File: config.mk
export PLATFORM = sky130hd
export DESIGN_NAME = difficulty_select_ctrl
export DESIGN_NICKNAME = d
export VERILOG_FILES = /design/src/rtl/difficulty_select_ctrl.sv
export SDC_FILE = /design/constraint.sdc
export NUM_CORES = 1
export LEC_CHECK = 0
export ABC_AREA = 1
export BUFFER_PORTS_ARGS = -buffer_cell sky130_fd_sc_hd__buf_2
export CAP_MARGIN = 40
export CORE_MARGIN = 4
export CORE_UTILIZATION = 38
export DETAILED_ROUTE_END_ITERATION = 10
export GPL_TIMING_DRIVEN = 0
export PLACE_DENSITY = 0.8
export SLEW_MARGIN = 20
export SYNTH_ARGS = -nofsm -noshare
export SYNTH_HDL_FRONTEND = slang
export SYNTH_SLANG_ARGS = --single-unit
File: constraint.sdc
create_clock -name clock -period 1 [get_ports clock]
set_input_delay 0.15 -clock clock [delete_from_list [all_inputs] [get_ports clock]]
set_output_delay 0.15 -clock clock [all_outputs]
set_load 0.005 [all_outputs]
File: src/rtl/difficulty_select_ctrl.sv
// difficulty_select_ctrl: button front end and game-phase FSM that produce
// the CPU difficulty setting from the raw BTNL/BTNC/BTNR pins.
// Build option: define DIFFICULTY_DEBOUNCE_EN to include the per-button
// debounce counters; without it the synchronizer output is used as the
// stable button level directly.
//
// state  | meaning
// -------+-------------------------------------------------------------
// MENU   | waiting for a selection, difficulty_valid low
// ARMED  | selection latched, presses may still change it
// LOCKED | game in progress, presses ignored, difficulty frozen
// OVER   | game finished, a press re-arms, return to menu on abort
module difficulty_select_ctrl #(
    parameter int DEBOUNCE_CYCLES = 1000000,
    parameter int CNT_W           = 20
) (
    input  logic        clock,
    input  logic        reset,
    input  logic        btn_l,
    input  logic        btn_c,
    input  logic        btn_r,
    input  logic [31:0] game_state,
    output logic [31:0] difficulty,
    output logic        difficulty_valid,
    output logic [2:0]  btn_press,
    output logic [1:0]  phase
);

    typedef enum logic [1:0] {
        ST_MENU   = 2'd0,
        ST_ARMED  = 2'd1,
        ST_LOCKED = 2'd2,
        ST_OVER   = 2'd3
    } state_t;

    logic [2:0] btn_raw;
    logic [2:0] meta_q, sync_q;
    logic [2:0] stable;
    logic [2:0] stable_prev_q, stable_prev_d;
    logic [2:0] press_q, press_d;

    state_t     state_q, state_d;
    logic [1:0] diff_q, diff_d;
    logic       valid_q, valid_d;
    logic [1:0] sel_diff;
    logic       any_press;
    logic [1:0] gs;

    // bit order matches btn_press: {r, c, l}
    assign btn_raw = {btn_r, btn_c, btn_l};

    // two-flop synchronizer for the asynchronous button pins
    always_ff @(posedge clock) begin
        if (reset) begin
            meta_q <= '0;
            sync_q <= '0;
        end else begin
            meta_q <= btn_raw;
            sync_q <= meta_q;
        end
    end

`ifdef DIFFICULTY_DEBOUNCE_EN
    logic [2:0]            stable_q, stable_d;
    logic [2:0][CNT_W-1:0] cnt_q, cnt_d;

    // count consecutive cycles of disagreement; accept the new level on the last one
    always_comb begin
        stable_d = stable_q;
        cnt_d    = '0;
        for (int i = 0; i < 3; i++) begin
            if (sync_q[i] != stable_q[i]) begin
                if (cnt_q[i] == CNT_W'(DEBOUNCE_CYCLES - 1)) begin
                    stable_d[i] = sync_q[i];
                end else begin
                    cnt_d[i] = cnt_q[i] + 1'b1;
                end
            end
        end
    end

    // debounce state registers
    always_ff @(posedge clock) begin
        if (reset) begin
            stable_q <= '0;
            cnt_q    <= '0;
        end else begin
            stable_q <= stable_d;
            cnt_q    <= cnt_d;
        end
    end

    assign stable = stable_q;
`else
    logic [CNT_W-1:0] unused_cfg;

    assign unused_cfg = CNT_W'(DEBOUNCE_CYCLES);
    assign stable     = sync_q;
`endif

    // rising edge of the stable level becomes a one-cycle press pulse
    always_comb begin
        stable_prev_d = stable;
        press_d       = stable & ~stable_prev_q;
    end

    // edge-detect and pulse registers
    always_ff @(posedge clock) begin
        if (reset) begin
            stable_prev_q <= '0;
            press_q       <= '0;
        end else begin
            stable_prev_q <= stable_prev_d;
            press_q       <= press_d;
        end
    end

    // fixed priority L > C > R when pulses coincide
    always_comb begin
        sel_diff = 2'd3;
        if (press_q[0]) begin
            sel_diff = 2'd1;
        end else if (press_q[1]) begin
            sel_diff = 2'd2;
        end
    end

    assign any_press = |press_q;
    assign gs        = game_state[1:0];

    // next-state and selection latching; game_state value 3 behaves as menu
    always_comb begin
        state_d = state_q;
        diff_d  = diff_q;
        valid_d = valid_q;
        unique case (state_q)
            ST_MENU: begin
                if (any_press) begin
                    diff_d  = sel_diff;
                    valid_d = 1'b1;
                    state_d = ST_ARMED;
                end else if (gs == 2'd1) begin
                    state_d = ST_LOCKED;
                end
            end
            ST_ARMED: begin
                if (any_press) begin
                    diff_d  = sel_diff;
                    valid_d = 1'b1;
                end
                if (gs == 2'd1) begin
                    state_d = ST_LOCKED;
                end
            end
            ST_LOCKED: begin
                if (gs == 2'd2) begin
                    state_d = ST_OVER;
                end else if (gs != 2'd1) begin
                    state_d = ST_MENU;
                    valid_d = 1'b0;
                end
            end
            ST_OVER: begin
                if (any_press) begin
                    diff_d  = sel_diff;
                    valid_d = 1'b1;
                    state_d = ST_ARMED;
                end else if (gs == 2'd0 || gs == 2'd3) begin
                    state_d = ST_MENU;
                    valid_d = 1'b0;
                end
            end
            default: begin
                state_d = ST_MENU;
            end
        endcase
    end

    // FSM state and selection registers
    always_ff @(posedge clock) begin
        if (reset) begin
            state_q <= ST_MENU;
            diff_q  <= 2'd1;
            valid_q <= 1'b0;
        end else begin
            state_q <= state_d;
            diff_q  <= diff_d;
            valid_q <= valid_d;
        end
    end

    // game_state bits above [1:0] carry no meaning here
    logic unused_gs;
    assign unused_gs = ^game_state[31:2];

    assign difficulty       = {30'd0, diff_q};
    assign difficulty_valid = valid_q;
    assign btn_press        = press_q;
    assign phase            = state_q;

endmodule

==> results.sh <==
export IMPL_syn_area_um2=928
export IMPL_h_tree_depth=1
export IMPL_coreArea_um2=2280
export IMPL_syn_to_final_growth_pct=29.5
export IMPL_antenna_cells=0
export IMPL_numClockSinks=17
export IMPL_drv_slew=0
export IMPL_initial_core_util_pct=40.8
export IMPL_cts_root_buf="clkbuf_4"
export IMPL_synth_warning_count=0
export IMPL_critPathCaptureType="flip-flop"
export IMPL_synth_cells=122
export IMPL_multi_input_area_um2=395
export IMPL_period_share_pct=99.2
export IMPL_yosysUniqueCellTypes=23
export IMPL_peakVddDrop_mv=0.885
export IMPL_r2r_cells=8
export IMPL_max_freq_mhz=1010
export IMPL_clock_latency_ns=0.30
export IMPL_cp_arrival_ns=1.19
export IMPL_hpwl_um=1180
export IMPL_cts_buffer_depth=2
export IMPL_synth_top_area_cell="dfxtp_1"
export IMPL_drt_wl_total_um=1410
export IMPL_avgRoutedWirePerCell_um=7.16
export IMPL_power_leakage_nw=0.681
export IMPL_yosys_area_top_type_share_pct=36.7
export IMPL_drive_above_1_share_pct=40.8
export IMPL_start_kind="flip-flop"
export IMPL_grt_overflow_total=0
export IMPL_antenna_left=0
export IMPL_grt_usage_pct=8.37
export IMPL_grt_pass1_vias=580
export IMPL_first_iter_violations=3
export IMPL_nets=210
export IMPL_setup_viol=0
export IMPL_fp_dieW_um=57.4
export IMPL_numPortBuffers=13
export IMPL_die_area_um2=3300
export IMPL_path_clk_slew_ns=0.10
export IMPL_hold_viol_final=0
export IMPL_syn_area_per_cell_um2=7.61
export IMPL_fin_worst_skew_ns=0.00723
export IMPL_cap_violations=0
export IMPL_synth_seq_cells=17
export IMPL_hold_depth=3
export IMPL_die_h_um=57.4
export IMPL_antenna_found_initial=0
export IMPL_status="finished clean"
export IMPL_p_per_area_nw_per_um2=1160
export IMPL_critical_path_class="flip-flop to flip-flop"
export IMPL_vias=725
export IMPL_grt_pass1_wl_um=2160
export IMPL_total_power_mw=1.40
export IMPL_dr_pass1_iters=4
export IMPL_cts_tree="yes"
export IMPL_min_path_type="primary input to flip-flop"
export IMPL_rsz0062_at_grt="true"
export IMPL_instances_no_fill=197
export IMPL_finalCriticalPeriod_ns=0.992
export IMPL_fillCellCount=228
export IMPL_critPathRequiredTime_ns=1.20
export IMPL_place_congestion=0.825
export IMPL_final_seq_area_um2=352
export IMPL_ys_top_cells_by_area="dfxtp_1 (37%), buf_4 (24%), nor2_1 (6.1%)"
export IMPL_seq_area_frac_synth_pct=36.7
export IMPL_hold_buffers=0
export IMPL_drc=0
export IMPL_avgViaCountPerCell=3.68
export IMPL_cp_max_fo=4
export IMPL_cts_buffers=3
export IMPL_ioPinCount=75
export IMPL_grt_max_degree=12
export IMPL_rows=17
export IMPL_dp_cells=192
layout by cell type, fill, tap and decap left out:
cell,instances
a31oi_1,1
a21oi_1,2
nor2_4,2
buf_6,1
buf_2,13
nor2_1,14
inv_1,14
clkbuf_4,3
inv_4,1
clkinv_1,1
nand4_1,1
clkinvlp_4,1
nand2_2,4
nand3_2,1
inv_2,4
nand2_1,11
nor2_2,2
dfxtp_4,2
buf_4,31
ha_1,3
nor3_1,3
conb_1,30
dfxtp_2,3
clkbuf_1,1
nand3_1,4
o21ai_0,2
o21ai_1,1
o21ai_2,1
dfxtp_1,12
worst max-delay path: stages, from the launching register on:
cell,delay [ns]
dfxtp_2,0.33
inv_2,0.08
nand2_2,0.07
nor2_4,0.13
nand2_2,0.09
nand3_2,0.07
nand2_1,0.05
nand2_1,0.05
nor2_1,0.03
Yosys cell counts (all sizes together):
cell	number
clkbuf	1
o21ai	4
nand4	1
nor3	3
conb	1
nand3	5
dfxtp	17
a21oi	2
a31oi	1
inv	19
nor2	18
ha	3
clkinv	1
buf	31
nand2	15
final cells by class:
type                            count  share of cell area, %
Clock buffer                        3                   1.87
Inverter                           20                   6.45
Tap cell                           28                   2.91
Clock inverter                      1                  0.624
Timing Repair Buffer               14                   6.56
Buffer                             32                   19.5
Multi-Input combinational cell     82                   32.9
Sequential cell                    17                   29.2
flip-flops by register name, summed over array words and instances, names as in the netlist:
register,flops
btn_press,3
meta_q,3
stable,3
stable_prev_q,3
diff_q,2
phase,2
difficulty_valid,1
per-stage QoR:
| stage | hold slack, ns | utilization (%) | setup slack [ns] | instance area (um^2) | TNS (ns) |
|---|---|---|---|---|---|
| floorplan | 0.257 | - | 0.00522 | 1040 | 0 |
| global placement | 0.349 | 50.0 | -0.0996 | 1140 | -0.200 |
| detailed placement | 0.365 | 50.0 | -0.109 | 1140 | -0.224 |
| CTS | 0.0351 | 51.9 | 0.00515 | 1180 | 0 |
| global route | 0.0439 | 52.8 | -0.0399 | 1200 | -0.116 |
| finish | 0.0453 | 52.8 | 0.00765 | 1200 | 0 |
metal layers:
layer	track usage (%)	vias up	share of wire, %
met5	0	-	0
met4	2.65	0	1.2
met3	5.88	2	15
met2	15.5	30	50
met1	6.93	295	33
li1	-	398	-
logic make-up after synthesis:
logic type	share of synthesized area, %
AOI/OAI and AO/OA	4.31
adders and majority gates	4.04
buffers and inverters	33.3
DFF	36.7
other	0.404
and+or+nand+nor	21.3
what timing repair did:
item,CTS,global route
endpoints found under the hold margin,0,0
setup endpoints to repair,8,5
setup buffers,0,1
gates resized for setup,7,5
report_power, final:
group          total (mW)  switching, mW  leakage, nW  internal, mW
sequential          0.739         0.0276        0.142         0.711
combinational       0.283          0.133        0.525         0.150
clock               0.373          0.221       0.0139         0.153
worst paths after layout:
check                                    from                             to  slack (ns)
hold / removal                          btn_l           meta_q[0]$_SDFF_PP0_        0.05
setup reg to reg      btn_press[0]$_SDFF_PP0_  difficulty_valid$_SDFFE_PP0P_       0.008
hold reg to reg   stable_prev_q[2]$_SDFF_PP0_        btn_press[2]$_SDFF_PP0_        0.39
setup / recovery      btn_press[0]$_SDFF_PP0_  difficulty_valid$_SDFFE_PP0P_       0.008
Power figures use the tool's default switching activity.
